==> config.mk <==
export PLATFORM = sky130hd
export DESIGN_NAME = rr_arbiter_flat
export DESIGN_NICKNAME = d
export VERILOG_FILES = /design/src/rtl/rr_arbiter_if.sv /design/src/rtl/rr_arbiter.sv /design/src/flat_wrapper.sv
export SDC_FILE = /design/constraint.sdc
export NUM_CORES = 1
export LEC_CHECK = 0
export BUFFER_PORTS_ARGS = -buffer_cell sky130_fd_sc_hd__clkbuf_2
export CAP_MARGIN = 25
export CORE_AREA = 2 2 39 41
export DETAILED_ROUTE_END_ITERATION = 8
export DIE_AREA = 0 0 41 43
export PLACE_DENSITY = 0.75
export SYNTH_ARGS = -nofsm -noshare
export SYNTH_HDL_FRONTEND = slang
export SYNTH_SLANG_ARGS = --single-unit
==> constraint.sdc <==
create_clock -name clk -period 2 [get_ports clk]
set_input_delay 0.1 -clock clk [delete_from_list [all_inputs] [get_ports clk]]
set_output_delay 0.1 -clock clk [all_outputs]
set_load 0.01 [all_outputs]
==> src/rtl/rr_arbiter_if.sv <==
// rr_arbiter_if -- request/grant bundle between a set of requesters and
// the round-robin arbiter.
//
// Parameters:
//   NUM_REQ   - number of requesters
//   IDX_WIDTH - width of the encoded grant index, clog2(NUM_REQ)
//
// Signals:
//   req       - level-sensitive request vector, one bit per requester
//   done      - single-cycle release pulse from the current owner
//   gnt       - one-hot grant, all-zero when idle
//   gnt_idx   - binary index of the granted requester
//   gnt_valid - high while a grant is held
//   timeout   - single-cycle pulse on a forced release
//
// Modports:
//   master - requester side (drives req/done, observes the grant)
//   slave  - arbiter side (observes req/done, drives the grant)
interface rr_arbiter_if #(
  parameter int NUM_REQ   = 4,
  parameter int IDX_WIDTH = 2
);
  logic [NUM_REQ-1:0]   req;
  logic                 done;
  logic [NUM_REQ-1:0]   gnt;
  logic [IDX_WIDTH-1:0] gnt_idx;
  logic                 gnt_valid;
  logic                 timeout;

  modport master (
    output req, done,
    input  gnt, gnt_idx, gnt_valid, timeout
  );

  modport slave (
    input  req, done,
    output gnt, gnt_idx, gnt_valid, timeout
  );
endinterface

==> src/rtl/rr_arbiter.sv <==
// rr_arbiter -- round-robin arbiter with a two-state (IDLE/GRANT) FSM and
// fully registered outputs.
//
// In IDLE the first requesting bit at or after the priority pointer wins
// (searching upward with wrap-around). The grant is held until the owner
// pulses done, withdraws its request, or (optionally) a hold timeout
// fires. Every release moves the pointer to just past the old owner and
// forces one idle cycle before the next grant.
//
// Optional feature macro: RR_ARB_TIMEOUT_EN
//   defined   - a hold counter forces a release after TIMEOUT_CYCLES
//               grant cycles and pulses timeout
//   undefined - no counter, timeout tied low, grants held indefinitely
//
// Parameters:
//   NUM_REQ        - number of requesters (2..16)
//   IDX_WIDTH      - grant index width, must equal clog2(NUM_REQ)
//   TIMEOUT_CYCLES - maximum grant hold (timeout build only)
//
// Ports:
//   clk   - clock, all state updates on the rising edge
//   rst_n - synchronous active-low reset
//   bus   - rr_arbiter_if slave modport (req, done in; gnt, gnt_idx,
//           gnt_valid, timeout out)
module rr_arbiter #(
  parameter int NUM_REQ        = 4,
  parameter int IDX_WIDTH      = 2,
  parameter int TIMEOUT_CYCLES = 64
) (
  input  logic        clk,
  input  logic        rst_n,
  rr_arbiter_if.slave bus
);

  localparam logic [0:0] ST_IDLE  = 1'b0;
  localparam logic [0:0] ST_GRANT = 1'b1;

  localparam logic [IDX_WIDTH-1:0] LAST_IDX  = IDX_WIDTH'(NUM_REQ - 1);
  localparam logic [IDX_WIDTH:0]   NUM_REQ_W = (IDX_WIDTH + 1)'(NUM_REQ);

  // Elaboration-time sanity checks on the parameter set.
  if (NUM_REQ < 2 || NUM_REQ > 16) begin : g_bad_num_req
    $error("rr_arbiter: NUM_REQ must be in 2..16");
  end
  if (IDX_WIDTH != $clog2(NUM_REQ)) begin : g_bad_idx_width
    $error("rr_arbiter: IDX_WIDTH must equal clog2(NUM_REQ)");
  end
  if (TIMEOUT_CYCLES < 1) begin : g_bad_timeout
    $error("rr_arbiter: TIMEOUT_CYCLES must be at least 1");
  end

  logic [0:0]           state;
  logic [IDX_WIDTH-1:0] ptr;
  logic [NUM_REQ-1:0]   gnt_q;
  logic [IDX_WIDTH-1:0] gnt_idx_q;
  logic                 gnt_valid_q;

  logic                 found;
  logic [IDX_WIDTH-1:0] sel_idx;
  logic [IDX_WIDTH:0]   cand_sum;
  logic [IDX_WIDTH-1:0] cand;
  logic [IDX_WIDTH-1:0] next_ptr;
  logic                 owner_release;
  logic                 release_now;

  // Rotating priority search. Walking offsets from highest to lowest and
  // overwriting means the last hit kept is the one closest to ptr. The
  // one-extra-bit sum plus a single conditional subtract implements the
  // modulo so non-power-of-2 NUM_REQ wraps correctly.
  always_comb begin
    found    = 1'b0;
    sel_idx  = ptr;
    cand_sum = '0;
    cand     = '0;
    for (int i = NUM_REQ - 1; i >= 0; i--) begin
      cand_sum = {1'b0, ptr} + (IDX_WIDTH + 1)'(i);
      if (cand_sum >= NUM_REQ_W) begin
        cand_sum = cand_sum - NUM_REQ_W;
      end
      cand = cand_sum[IDX_WIDTH-1:0];
      if (bus.req[cand]) begin
        found   = 1'b1;
        sel_idx = cand;
      end
    end
  end

  // Pointer moves to just past the released owner, wrapping at NUM_REQ-1.
  assign next_ptr      = (gnt_idx_q == LAST_IDX) ? '0 : gnt_idx_q + 1'b1;
  assign owner_release = bus.done | ~bus.req[gnt_idx_q];

`ifdef RR_ARB_TIMEOUT_EN
  localparam int CNT_W = $clog2(TIMEOUT_CYCLES + 1);
  localparam logic [CNT_W-1:0] HOLD_LIMIT = CNT_W'(TIMEOUT_CYCLES - 1);

  logic [CNT_W-1:0] hold_cnt;
  logic             hold_expired;
  logic             timeout_q;

  assign hold_expired = (hold_cnt == HOLD_LIMIT);
  assign release_now  = owner_release | hold_expired;

  // Hold counter is parked at zero while idle so it is already clear on
  // the IDLE->GRANT edge. The timeout pulse only fires when the counter
  // alone causes the release; a simultaneous done/withdraw wins.
  always_ff @(posedge clk) begin
    if (!rst_n) begin
      hold_cnt  <= '0;
      timeout_q <= 1'b0;
    end else begin
      timeout_q <= 1'b0;
      if (state == ST_IDLE) begin
        hold_cnt <= '0;
      end else if (!release_now) begin
        hold_cnt <= hold_cnt + 1'b1;
      end
      if (state == ST_GRANT && hold_expired && !owner_release) begin
        timeout_q <= 1'b1;
      end
    end
  end

  assign bus.timeout = timeout_q;
`else
  assign release_now = owner_release;
  assign bus.timeout = 1'b0;
`endif

  // Main FSM. Grant outputs are registered here directly, so they change
  // only on the edge that enters or leaves GRANT; gnt_idx deliberately
  // keeps its old value through idle periods.
  always_ff @(posedge clk) begin
    if (!rst_n) begin
      state       <= ST_IDLE;
      ptr         <= '0;
      gnt_q       <= '0;
      gnt_idx_q   <= '0;
      gnt_valid_q <= 1'b0;
    end else if (state == ST_IDLE) begin
      if (found) begin
        state       <= ST_GRANT;
        gnt_q       <= NUM_REQ'(1) << sel_idx;
        gnt_idx_q   <= sel_idx;
        gnt_valid_q <= 1'b1;
      end
    end else begin
      if (release_now) begin
        state       <= ST_IDLE;
        ptr         <= next_ptr;
        gnt_q       <= '0;
        gnt_valid_q <= 1'b0;
      end
    end
  end

  assign bus.gnt       = gnt_q;
  assign bus.gnt_idx   = gnt_idx_q;
  assign bus.gnt_valid = gnt_valid_q;

endmodule
==> src/flat_wrapper.sv <==
// flat-port wrapper written by rule: the top's interface ports become plain ports
module rr_arbiter_flat 
#(
  parameter int NUM_REQ        = 4,
  parameter int IDX_WIDTH      = 2,
  parameter int TIMEOUT_CYCLES = 64
)
  (clk, rst_n, bus_req, bus_done, bus_gnt, bus_gnt_idx, bus_gnt_valid, bus_timeout);
  rr_arbiter_if #(.NUM_REQ(NUM_REQ), .IDX_WIDTH(IDX_WIDTH)) bus_i ();
  input  logic clk;
  input  logic rst_n;
  input wire logic [$bits(bus_i.req)-1:0] bus_req;
  input wire logic [$bits(bus_i.done)-1:0] bus_done;
  output wire logic [$bits(bus_i.gnt)-1:0] bus_gnt;
  output wire logic [$bits(bus_i.gnt_idx)-1:0] bus_gnt_idx;
  output wire logic [$bits(bus_i.gnt_valid)-1:0] bus_gnt_valid;
  output wire logic [$bits(bus_i.timeout)-1:0] bus_timeout;
  assign bus_i.req = bus_req;
  assign bus_i.done = bus_done;
  assign bus_gnt = bus_i.gnt;
  assign bus_gnt_idx = bus_i.gnt_idx;
  assign bus_gnt_valid = bus_i.gnt_valid;
  assign bus_timeout = bus_i.timeout;
  rr_arbiter #(.NUM_REQ(NUM_REQ), .IDX_WIDTH(IDX_WIDTH), .TIMEOUT_CYCLES(TIMEOUT_CYCLES)) u_core (.clk(clk), .rst_n(rst_n), .bus(bus_i));
endmodule
==> impl_metrics.ini <==
[run_status]
status = finished clean

[layout]
fin_nets = 89
fin_area_um2 = 654.4
syn2layout_area_growth_pct = 21.06
antennaDiodeCount = 0
drive_gt1_share_pct = 28.75

[clock_tree]
cts_tree = built
post-cts-setup-buffers = 0
clock_latency_ns = 0.27
clockBufferDepth = 2
htree_levels = 1
clk_pin_slew_ns = 0.07
cts_sinks = 10
clockRootBuffer = clkbuf_4
holdBufCountCts = 0
cts_inserted_buffers = 3
postCtsResizedCells = 0

[die]
rows = 14
start_util_pct = 39.06
io_pins = 15
core_area_um2 = 1384
dieArea_um2 = 1763
die_w_um = 41
fp.dieH_um = 43

[worst_setup_path]
max_stage_delay_ns = 0.37
crit_family = simple AND/OR/NAND/NOR gates
worst-path-buf-inv = 0
timing.rr.end = u_core.bus.gnt[0]
crit_top_cell = or3_1
r2r_start = u_core.ptr[1]
cp_max_fo = 6
crit_type = flip-flop to flip-flop
path_cells = or3_1 -> o21ai_0 -> o31ai_2 -> or3_1 -> a21boi_1
crit_path_start = u_core.ptr[1]
cp_slowest_cell = or3_1
cp.arrival_ns = 1.72
end_kind = flip-flop
ff2ff_setup_slack_ns = 0.49
cp.required_ns = 2.20
rr_worst_depth = 5
worst_setup_path_start_kind = flip-flop

[yosys]
synth_cell_type_count = 25
yosysMostFrequentCell = dfxtp_1
yosys_warnings = 0
async_flop_share_pct = 0
synthTopCellsByArea = dfxtp_1, mux2i_1, a21boi_0, nand2_1, nor2_1
syn_inst = 64
yosys_register_bits = 10
yosysTopAreaCell = dfxtp_1
synthTopCellsByCount = dfxtp_1, nand2_1, nor2_1
synth_edf_count = 0
syn-cell-area_um2 = 540.5
ys_seq_area_share_pct = 37.04
syn_nets = 72
syn_avg_cell_area_um2 = 8.446
yosys_most_used_dff = dfxtp_1
synth_top_area_share_pct = 37.04

[global_route]
overflow = 0
grt_pass1_vias = 424
grtUsageTotal_pct = 15.32
grt_max_degree = 10
grt_antenna_before_repair = 0
grt_pass1_wl_um = 1835

[sta]
fin_crit_ns = 1.515
fmax_ghz = 0.6601
hold_viol_final = 0
clock_skew_ns = 0.001689
final_max_slew_viol_count = 0
fin_setup_tns_ns = 0
finalSetupViolCount = 0
period_share_pct = 75.75
rsz0062_at_grt = no

[detailed_routing]
dr_wl_met3_um = 16
ant_nets = 0
drc = 0
wl_met1_um = 553
viasPerCell = 5.021
route.met2.wl_um = 568
first_pass_iters = 4
wire_per_inst_um = 11.85
vias = 482
routed_wl_um = 1138
drt_iter0_drc = 14
top_layer_used = met3

[hold_path]
hp-class = input port to flip-flop
min_path_cells = 2
hold_start = rst_n
hold_end = u_core.bus.gnt[2]

[placed_design]
placed_area_um2 = 618.1
io_buffers = 13
gp_congestion = 0.7581
dp_hpwl_um = 830.7

[run]
maxCapViolCount = 0

[power_and_ir_drop]
max-vdd-ir-drop_uv = 406.9
cellPowerDensity_nw_per_um2 = 820.8
cellLeakagePower_nw = 0.2793
total_power_uw = 537.1
[worst max-delay path by stage]
stage	end	slack, ns	depth (start not counted)
global placement	u_core.bus.gnt[0]	0.53	5
detailed placement	u_core.bus.gnt[0]	0.50	5
global route	u_core.bus.gnt[2]	0.36	5
floorplan	u_core.bus.gnt[0]	0.60	5
finish	u_core.bus.gnt[0]	0.49	5
CTS	u_core.ptr[0]	0.49	4
[final cells by class]
class / count / area [um2]
clock buffers: 4 / 36.28
repair buffers: 13 / 65.06
flip-flops and latches: 10 / 200.2
well taps: 16 / 20.02
multi-input cells: 51 / 325.3
inverters: 2 / 7.507
fillers: 138 / 729.5
[where the power goes]
group | switching, mW | total (mW) | internal, mW
sequential | 0.0170 | 0.235 | 0.218
combinational | 0.0629 | 0.115 | 0.0524
clock | 0.0763 | 0.187 | 0.111
total | 0.156 | 0.537 | 0.381
[sequential cells by signal, indices dropped and copies added (netlist names)]
signal                cells
u_core.bus.gnt            4
u_core.bus.gnt_idx        2
u_core.ptr                2
u_core.bus.gnt_valid      1
u_core.state              1
[stage by stage]
step | hold slack (ns) | worst slack (ns) | utilization (%) | instances
5_1_grt | 0.1653 | 0.3634 | 47.29 | 96
6_report | 0.1630 | 0.4850 | 47.29 | 96
2_1_floorplan | 0.2282 | 0.6005 | - | 64
3_5_place_dp | 0.4350 | 0.4994 | 44.67 | 92
4_1_cts | 0.1500 | 0.4851 | 47.29 | 96
3_3_place_gp | 0.4414 | 0.5342 | 44.67 | 92
[layout by cell type (no fill, tap or decap), drive strengths merged, types with 2 or more instances in the layout]
master	Yosys	routed
a21boi	5	5
or3	3	3
dfxtp	10	10
or2	2	2
nand2	8	8
nor2b	4	4
nand3b	2	2
inv	2	2
mux2i	3	3
a21oi	2	2
nor2	7	7
o21ai	4	4
clkbuf	0	17
[kinds of logic after synthesis]
logic type	after synthesis	synth area share (%)
buffers and inverters	3	2.779
flip-flops	10	37.04
AND/OR/NAND/NOR	30	28.71
other	1	0.6938
adder cells (fa/ha/maj)	1	2.314
AO/OA/AOI/OAI	16	22.92
multiplexers	3	5.556
[layer usage]
layer	vias to the layer above	GRT usage, %
met2	5	21.88
li1	261	-
met5	-	0
met3	0	3.141
met1	216	20.85
met4	0	8.000
Power figures use the tool's default switching activity.
